$ cat config.mk
export PLATFORM = sky130hd
export DESIGN_NAME = int_to_fp_arbiter_flat
export DESIGN_NICKNAME = d
export VERILOG_FILES = /design/src/rtl/int_to_fp_arbiter_if.sv /design/src/rtl/int_to_fp_arbiter.sv /design/src/flat_wrapper.sv
export SDC_FILE = /design/constraint.sdc
export NUM_CORES = 1
export LEC_CHECK = 0
export ABC_AREA = 1
export BUFFER_PORTS_ARGS = -buffer_cell sky130_fd_sc_hd__buf_4
export CORE_ASPECT_RATIO = 0.6
export CORE_MARGIN = 1
export CORE_UTILIZATION = 36
export CTS_BUF_LIST = sky130_fd_sc_hd__clkbuf_8
export CTS_CLUSTER_DIAMETER = 80
export CTS_CLUSTER_SIZE = 25
export DETAILED_ROUTE_END_ITERATION = 7
export SYNTH_ARGS = -nofsm -noshare
export SYNTH_HDL_FRONTEND = slang
export SYNTH_SLANG_ARGS = --single-unit
$ cat constraint.sdc
create_clock -name clk -period 4.05 [get_ports clk]
set_input_delay 1.0125 -clock clk [delete_from_list [all_inputs] [get_ports clk]]
set_output_delay 1.0125 -clock clk [all_outputs]
set_load 0.05 [all_outputs]
$ cat src/rtl/int_to_fp_arbiter_if.sv
`default_nettype none
// ---------------------------------------------------------------------------
// int_to_fp_arbiter_if : request/response bundle for the shared int->fp unit
// Revision 1.0
// ---------------------------------------------------------------------------
interface int_to_fp_arbiter_if #(
  parameter int NREQ = 4,
  parameter int IDW  = 2
);
  logic [NREQ-1:0]      req_valid;
  logic [32*NREQ-1:0]   req_data;
  logic [NREQ-1:0]      req_ready;
  logic                 rsp_valid;
  logic [31:0]          rsp_data;
  logic [IDW-1:0]       rsp_id;
  logic                 rsp_ready;
  logic                 busy;

  modport master (
    output req_valid, req_data, rsp_ready,
    input  req_ready, rsp_valid, rsp_data, rsp_id, busy
  );

  modport slave (
    input  req_valid, req_data, rsp_ready,
    output req_ready, rsp_valid, rsp_data, rsp_id, busy
  );
endinterface
`default_nettype wire

$ cat src/rtl/int_to_fp_arbiter.sv
`default_nettype none
// ---------------------------------------------------------------------------
// int_to_fp_arbiter : round-robin shared int32 -> IEEE-754 single converter,
//                     normalising one bit per clock, truncating the mantissa.
// Revision 1.0
// ---------------------------------------------------------------------------
module int_to_fp_arbiter #(
  parameter int NREQ = 4,
  parameter int IDW  = 2
) (
  input  logic                 clk,
  input  logic                 rst_n,
  int_to_fp_arbiter_if.slave   bus
);

  typedef enum logic [1:0] {
    IDLE = 2'd0,
    NORM = 2'd1,
    DONE = 2'd2
  } state_t;

  localparam logic [7:0]     EXP_TOP  = 8'd158;
  localparam logic [IDW-1:0] LAST_RST = IDW'(NREQ - 1);

  state_t          state_q, state_d;
  logic [31:0]     mag_q, mag_d;
  logic [7:0]      exp_q, exp_d;
  logic            sign_q, sign_d;
  logic [IDW-1:0]  id_q, id_d;
  logic [IDW-1:0]  last_q, last_d;
  logic [31:0]     rsp_data_q, rsp_data_d;

  logic [NREQ-1:0] grant;
  logic [IDW-1:0]  grant_id;
  logic            grant_found;
  logic [NREQ-1:0] req_ready_w;
  logic [31:0]     sel_data;
  logic [31:0]     abs_mag;

  function automatic logic [IDW-1:0] wrap_idx(input logic [IDW-1:0] base, input int k);
    int s;
    s = int'(base) + k;
    if (s >= NREQ) s = s - NREQ;
    return s[IDW-1:0];
  endfunction

  // Scan from the requester after the last winner, wrapping, so the last winner ranks lowest.
  always_comb begin
    grant       = '0;
    grant_id    = last_q;
    grant_found = 1'b0;
    for (int k = 1; k <= NREQ; k++) begin
      if (!grant_found && bus.req_valid[wrap_idx(last_q, k)]) begin
        grant[wrap_idx(last_q, k)] = 1'b1;
        grant_id                   = wrap_idx(last_q, k);
        grant_found                = 1'b1;
      end
    end
  end

  assign sel_data = bus.req_data[32*grant_id +: 32];
  assign abs_mag  = sel_data[31] ? (~sel_data + 32'd1) : sel_data;

  always_comb begin
    state_d     = state_q;
    mag_d       = mag_q;
    exp_d       = exp_q;
    sign_d      = sign_q;
    id_d        = id_q;
    last_d      = last_q;
    rsp_data_d  = rsp_data_q;
    req_ready_w = '0;
    case (state_q)
      IDLE: begin
        req_ready_w = grant;
        if (grant_found) begin
          sign_d = sel_data[31];
          mag_d  = abs_mag;
          exp_d  = EXP_TOP;
          id_d   = grant_id;
          last_d = grant_id;
          if (sel_data == 32'd0) begin
            rsp_data_d = 32'd0;
            state_d    = DONE;
          end else begin
            state_d    = NORM;
          end
        end
      end
      NORM: begin
        if (mag_q[31]) begin
          rsp_data_d = {sign_q, exp_q, mag_q[30:8]};
          state_d    = DONE;
        end else begin
          mag_d = mag_q << 1;
          exp_d = exp_q - 8'd1;
        end
      end
      DONE: begin
        if (bus.rsp_ready) state_d = IDLE;
      end
      default: state_d = IDLE;
    endcase
  end

  always_ff @(posedge clk or negedge rst_n) begin
    if (!rst_n) begin
      state_q    <= IDLE;
      mag_q      <= '0;
      exp_q      <= '0;
      sign_q     <= 1'b0;
      id_q       <= '0;
      last_q     <= LAST_RST;
      rsp_data_q <= '0;
    end else begin
      state_q    <= state_d;
      mag_q      <= mag_d;
      exp_q      <= exp_d;
      sign_q     <= sign_d;
      id_q       <= id_d;
      last_q     <= last_d;
      rsp_data_q <= rsp_data_d;
    end
  end

  assign bus.req_ready = req_ready_w;
  assign bus.rsp_valid = (state_q == DONE);
  assign bus.busy      = (state_q != IDLE);
  assign bus.rsp_data  = rsp_data_q;
  assign bus.rsp_id    = id_q;

endmodule
`default_nettype wire

$ cat src/flat_wrapper.sv
// flat-port wrapper written by rule: the top's interface ports become plain ports
module int_to_fp_arbiter_flat 
#(
  parameter int NREQ = 4,
  parameter int IDW  = 2
)
  (clk, rst_n, bus_req_valid, bus_req_data, bus_rsp_ready, bus_req_ready, bus_rsp_valid, bus_rsp_data, bus_rsp_id, bus_busy);
  int_to_fp_arbiter_if #(.NREQ(NREQ), .IDW(IDW)) bus_i ();
  input  logic clk;
  input  logic rst_n;
  input wire logic [$bits(bus_i.req_valid)-1:0] bus_req_valid;
  input wire logic [$bits(bus_i.req_data)-1:0] bus_req_data;
  input wire logic [$bits(bus_i.rsp_ready)-1:0] bus_rsp_ready;
  output wire logic [$bits(bus_i.req_ready)-1:0] bus_req_ready;
  output wire logic [$bits(bus_i.rsp_valid)-1:0] bus_rsp_valid;
  output wire logic [$bits(bus_i.rsp_data)-1:0] bus_rsp_data;
  output wire logic [$bits(bus_i.rsp_id)-1:0] bus_rsp_id;
  output wire logic [$bits(bus_i.busy)-1:0] bus_busy;
  assign bus_i.req_valid = bus_req_valid;
  assign bus_i.req_data = bus_req_data;
  assign bus_i.rsp_ready = bus_rsp_ready;
  assign bus_req_ready = bus_i.req_ready;
  assign bus_rsp_valid = bus_i.rsp_valid;
  assign bus_rsp_data = bus_i.rsp_data;
  assign bus_rsp_id = bus_i.rsp_id;
  assign bus_busy = bus_i.busy;
  int_to_fp_arbiter #(.NREQ(NREQ), .IDW(IDW)) u_core (.clk(clk), .rst_n(rst_n), .bus(bus_i));
endmodule
Yosys cells after proc, flatten, opt, wreduce, memory -nomap -nowiden
Cells that the tools add are included.
{"block": "totals", "inputBits": 135, "romBits": 0, "out_inout_bits": 40, "word_cells": 118, "latch_bits": 0, "memories": 0, "ff_bits": 79, "ram_bits": 0}
{"block": "op_classes", "reduce_logical": 19, "mux": 53, "addsub": 10, "n_eq_ne": 7, "order_cmp": 16, "shifts": 1, "n_bitwise": 4, "div_mod_pow": 0, "n_mul": 0}
{"operator": "$mux W32", "n": 6}
{"operator": "$pmux W32 S2", "n": 2}
{"operator": "$shiftx A128 B8 Y32", "n": 1}
{"operator": "$add A32 B1 Y32 const B", "n": 1}
{"operator": "$logic_not A32 Y1", "n": 1}
{"operator": "$mux W2", "n": 16}
{"operator": "$not A32 Y32", "n": 1}
{"operator": "$lt A2 B3 Y1 const B", "n": 8}
{"operator": "$mux W4", "n": 5}
{"operator": "$mux W8", "n": 2}
{"operator": "$pmux W8 S2", "n": 1}
{"operator": "$mux W1", "n": 12}
{"operator": "$or A4 B4 Y4", "n": 3}
{"operator": "$ge A3 B3 Y1 const B", "n": 3}
{"operator": "$bmux W1 S2", "n": 4}
{"operator": "$demux W1 S2", "n": 4}
{"operator": "$ge A2 B1 Y1 const B", "n": 4}
{"operator": "$sub A2 B1 Y2 const B", "n": 4}
{"operator": "$sub A8 B1 Y8 const B", "n": 1}
{"operator": "$logic_and A1 B1 Y1", "n": 7}
{"operator": "$add A2 B2 Y3 const B", "n": 2}
{"operator": "$ne A2 B1 Y1 const B", "n": 3}
{"operator": "$pmux W2 S3", "n": 1}
{"operator": "$reduce_and A3 Y1", "n": 2}
{"operator": "11 further kinds", "n": 16}

Logic depth before layout (Yosys ltp)
{"block": "depth", "depth_word": 22, "depth_mapped": 26, "depth_no_buf": 23}

Least setup slack after synthesis
No wires, ideal clock.
{"block": "synth_timing", "path_kind": "flip-flop to flip-flop", "start": "register u_core.last_q[0]", "end": "register u_core.rsp_data_q[0], in the netlist u_core.bus.rsp_data[0]", "n_path_buf": 4, "setup_ns": 0.119, "path_slack_ns": 0.623, "stages_incl_launch_ff": 26, "required_time_ns": 3.931, "t_arrival_ns": 3.308, "synth_period_minus_slack_ns": 3.427, "cell_sequence": "dfstp_2 -> inv_2 -> buf_6 -> ha_1 -> inv_1 -> nand3_1 -> nand2_2 -> nand2_8 -> nor2_8 -> nor2_2 -> nor2_2 -> buf_6 -> buf_6 -> nand3_1 -> nand2_2 -> ha_1 -> inv_1 -> nor3_2 -> nand3_1 -> nor2_1 -> nand4_1 -> nand2_2 -> nand3_4 -> buf_6 -> nand2_1 -> nand2_1"}
{"block": "synth_between", "elab_chain_cells": 19, "elab_cells_between_ends": 43, "cone_classes": "add/sub: 8; order compare: 4; eq/ne: 2; shift: 1; mux: 20; reduce/logical: 8"}
{"item": "start, declared", "line": "int_to_fp_arbiter.sv:30", "rtl": "logic [IDW-1:0] last_q, last_d;"}
{"item": "start signal, assigned", "line": "int_to_fp_arbiter.sv:121", "rtl": "last_q <= last_d;"}
{"item": "$add A2 B1 Y3", "line": "int_to_fp_arbiter.sv:42", "rtl": "s = int'(base) + k;"}
{"item": "$ge A3 B3 Y1 or $sub A2 B1 Y2 (tied branches)", "line": "int_to_fp_arbiter.sv:43", "rtl": "if (s >= NREQ) s = s - NREQ;"}
{"item": "$mux W2", "line": "int_to_fp_arbiter.sv:43"}
{"item": "$bmux W1 S2", "line": "int_to_fp_arbiter.sv:53", "rtl": "if (!grant_found && bus.req_valid[wrap_idx(last_q, k)]) begin"}
{"item": "$mux W1 (implied by the code)", "line": "int_to_fp_arbiter.sv:53"}
{"item": "$mux W1", "line": "int_to_fp_arbiter.sv:53"}
{"item": "$logic_not A1 Y1", "line": "int_to_fp_arbiter.sv:53"}
{"item": "$logic_and A1 B1 Y1", "line": "int_to_fp_arbiter.sv:53"}
{"item": "[3 not listed]"}
{"item": "$mux W1", "line": "int_to_fp_arbiter.sv:53"}
{"item": "$logic_not A1 Y1", "line": "int_to_fp_arbiter.sv:53"}
{"item": "$logic_and A1 B1 Y1", "line": "int_to_fp_arbiter.sv:53"}
{"item": "$mux W2", "line": "int_to_fp_arbiter.sv:53"}
{"item": "$shiftx A128 B8 Y32", "line": "int_to_fp_arbiter.sv:61", "rtl": "assign sel_data = bus.req_data[32*grant_id +: 32];"}
{"item": "$logic_not A32 Y1", "line": "int_to_fp_arbiter.sv:82", "rtl": "if (sel_data == 32'd0) begin"}
{"item": "$ne A2 B1 Y1 (no line)"}
{"item": "$reduce_and A4 Y1 (no line) *"}
{"item": "end signal, assigned", "line": "int_to_fp_arbiter.sv:122", "rtl": "rsp_data_q <= rsp_data_d;"}
{"item": "end, declared", "line": "int_to_fp_arbiter.sv:31", "rtl": "logic [31:0] rsp_data_q, rsp_data_d;"}
Mark *: on every way between the ends. The rest lies on a longest branch, timed or not. The select of a mux whose other input is x is not followed.
A chain may end at the register's enable or synchronous reset.

Final worst setup path
{"block": "layout_timing", "start": "register u_core.last_q[1]", "end": "register u_core.rsp_data_q[6], in the netlist u_core.bus.rsp_data[6]"}
The elaborated chain is that of the path after synthesis.

==> reports/metrics.yaml <==
status:
  outcome: "finished clean"
power_and_ir_drop:
  p_per_area_nw_per_um2: 252
  power_leakage_nw: 4.51
  power.total_mw: 2.10
  worst_case_vdd_ir_drop_mv: 0.140
global_routing:
  number_of_antenna_violations_at_the_first_check_in_global_routing: 0
  wire_length_of_the_first_global_routing_pass_um: 33200
  global_route.overflow_total: 0
  total_global_route_track_usage_pct: 22.1
  number_of_global_route_vias_before_repair: 6603
  pin_count_of_the_biggest_net_entering_global_routing: 80
placed_design:
  sum_of_net_half_perimeters_after_detailed_placement_um: 15400
  gpl.final_weighted_congestion: 0.920
  io_buffers: 174
worst_setup_path:
  critical_path.endpoint: "u_core.bus.rsp_data[6]$_DFFE_PN0P_"
  worst-endpoint-required_ns: 4.29
  critPathMaxStageDelay_ns: 0.63
  crit_start: "u_core.last_q[1]$_DFFE_PN1P_"
  cp_slowest_cell: "dfstp_2"
  timing.setup.critical_path_class: "flop to flop"
  timing.reg2reg.worst_path_depth: 22
  timing.rr.end: "u_core.bus.rsp_data[6]$_DFFE_PN0P_"
  worst_r2r_startpoint: "u_core.last_q[1]$_DFFE_PN1P_"
  worst_ep_arrival_time_ns: 3.96
  endpoint_kind_of_the_worst_setup_timing_path: "flop"
  reg2reg_setup_slack_ns: 0.33
  crit_path_cell_trace: "inv_1, ha_2, inv_1, nand2_2, nand2_4, inv_2, nand2_4, nand2_4, nand2_8, nand2_1, nand3_1, nand2_1, ha_1, inv_1, nor3_4, nand3_1, nor2_1, nand4_1, nand2_4, nand3_4, nand2_1, nand2_1"
  crit_fanout: 17
  cp-start-kind: "flop"
synth:
  syn_inst: 1010
  ys_top_cells_by_area: "dfrtp_1, nand2_1, nand3_1, inv_1, a21oi_1"
  mappedNetlistNets: 1155
  synth.largest_area_cell: "dfrtp_1"
  post-synth-top-area-fraction_pct: 29.7
  postSynthRegisterBits: 79
  synth.cell_area_sq_um: 6480
  seq_total_area_yosys_pct: 30.5
  synth.avg_cell_area_sq_um: 6.42
  synth.distinct_cells: 38
  ys.warnings.count: 0
cells_and_area:
  layout_common_cells: "nand2_1, buf_4, nand3_1"
  layout.cells.most_common: "nand2_1"
  layout-area-overhead-vs-synth_pct: 28.9
  final_net_count: 1312
  antennaDiodeCount: 0
  fillers: 1783
  final_layout_size_suffix_gt1_share_pct: 23.3
  post-route-util_pct: 48.1
floorplan:
  design.die.area_sq_um: 18600
  chipHeight_um: 106
  initial_standard_cell_utilization_of_the_core_pct: 37.3
  floorplan.core_area_sq_um: 17400
  die_w_um: 175
  placement_rows: 37
  pin_count: 175
sta:
  timing.max_slew.rel_slack_pct: 32.8
  worst_hold_slack_ns: 0.476
  final-setup-viol-count: 0
  setup_tns_ns: 0
  fin_worst_skew_ns: 0.0108
  finalWorstPathRequiredPeriod_ns: 3.72
  period_share_pct: 91.8
  max_clock_freq_mhz: 269
  slew_violations: 0
  tightest_slew_ns: 1.01
  rsz0062_at_grt: "false"
  final_hold_viol_count: 0
clocking:
  cts.clk_slew.worst_paths_ns: 0.08
  worstSkewPairLatency_ns: 0.35
  clock_path_buffers: 2
  clock_sinks: 79
  hold_buffers: 0
  cts_tree: "done"
  clock_tree.htree_level_count: 3
  cts_repair_resize_count: 0
  cts_inserted_buffers: 9
  cts_setup_buffers: 0
  clock_tree.root_cell: "clkbuf_8"
route:
  met3RoutedLength_um: 1330
  initialDrtViolationCount: 579
  top_layer_used: "met4"
  num_vias: 7209
  avg_vias_per_cell: 5.13
  ant_nets: 0
  wire_per_inst_um: 14.9
  detailroute.wirelength.met2_um: 8940
  remaining_drc_errors: 0
  route.layer.met1.wl_um: 10500
  finalWirelength_um: 20900
  drtPass1Iterations: 5
worst_hold_path:
  min_path_type: "flop to flop"
flow_run:
  maxCapViolCount: 0
-- cell type report --
class	count	area (sq um)	share of cell area [%]
Timing Repair Buffer	200	1570	18.8
Tap cell	234	293	3.51
Multi-Input combinational cell	793	3930	47.0
Sequential cell	79	1980	23.7
Inverter	84	315	3.77
Clock inverter	6	133	1.59
Clock buffer	10	138	1.65
-- critical path, delay by kind of cell, from the launching register on --
family | cells | cell delay [ns]
AND/OR/NAND/NOR | 16 | 2.00
adder cells (fa/ha/maj) | 2 | 0.58
buffers and inverters | 4 | 0.40
flip-flops | 1 | 0.63
-- synth_stat cells, drive strengths merged --
cell type,n
nor4,1
nor3,12
dfrtp,77
or2,4
clkinv,1
clkbuf,24
a221oi,4
inv,83
nor2,81
a22oi,1
nand3,202
buf,33
a21oi,56
o21ai,36
nand4,7
a31oi,19
dfstp,2
nand3b,14
and2,1
nand2,337
a22o,1
o211ai,4
ha,10
-- where the power goes --
part,switching (mW),internal (mW)
sequential,0,0.788
clock,0.291,0.488
combinational,0.317,0.220
total,0.609,1.50
-- layer usage --
layer	track usage [%]	vias up
met5	0	-
met4	2.98	0
met3	4.11	12
met2	33.9	228
met1	32.7	3331
li1	-	3638
-- metrics by stage --
stage,instance area (sq um),setup WS [ns],std cells
3_3_place_gp,8000,0.151,1387
5_1_grt,8350,0.00830,1406
4_1_cts,8270,0.110,1403
2_1_floorplan,6480,0.623,1010
3_5_place_dp,8000,0.0675,1387
6_report,8350,0.332,1406
-- worst min path at each step --
stage | end | startpoint | cells after the start | slack [ns]
2_1_floorplan | u_core.mag_q[0]$_DFFE_PN0P_ | u_core.mag_q[0]$_DFFE_PN0P_ | 2 | 0.45
3_3_place_gp | u_core.bus.rsp_data[22]$_DFFE_PN0P_ | u_core.bus.rsp_data[22]$_DFFE_PN0P_ | 2 | 0.46
3_5_place_dp | u_core.bus.rsp_data[20]$_DFFE_PN0P_ | u_core.bus.rsp_data[20]$_DFFE_PN0P_ | 2 | 0.46
4_1_cts | u_core.bus.rsp_data[20]$_DFFE_PN0P_ | u_core.bus.rsp_data[20]$_DFFE_PN0P_ | 2 | 0.48
5_1_grt | u_core.bus.rsp_data[25]$_DFFE_PN0P_ | u_core.bus.rsp_data[25]$_DFFE_PN0P_ | 2 | 0.51
6_report | u_core.bus.rsp_data[17]$_DFFE_PN0P_ | u_core.bus.rsp_data[17]$_DFFE_PN0P_ | 2 | 0.48
-- flip-flops by register name (all words and copies together), names as in the netlist --
register / flops
u_core.state_q: 2
u_core.bus.rsp_data: 32
u_core.exp_q: 8
u_core.sign_q: 1
u_core.last_q: 2
u_core.mag_q: 32
u_core.bus.rsp_id: 2
-- cells by family after synthesis --
| kind of cell | count (synthesis) | synth area share [%] |
|---|---|---|
| fa+ha+maj | 10 | 1.93 |
| compound gates | 121 | 10.3 |
| simple gates | 659 | 46.9 |
| buf+inv | 141 | 10.3 |
| flops | 79 | 30.5 |
No activity file was read; power rests on OpenSTA's default activity.
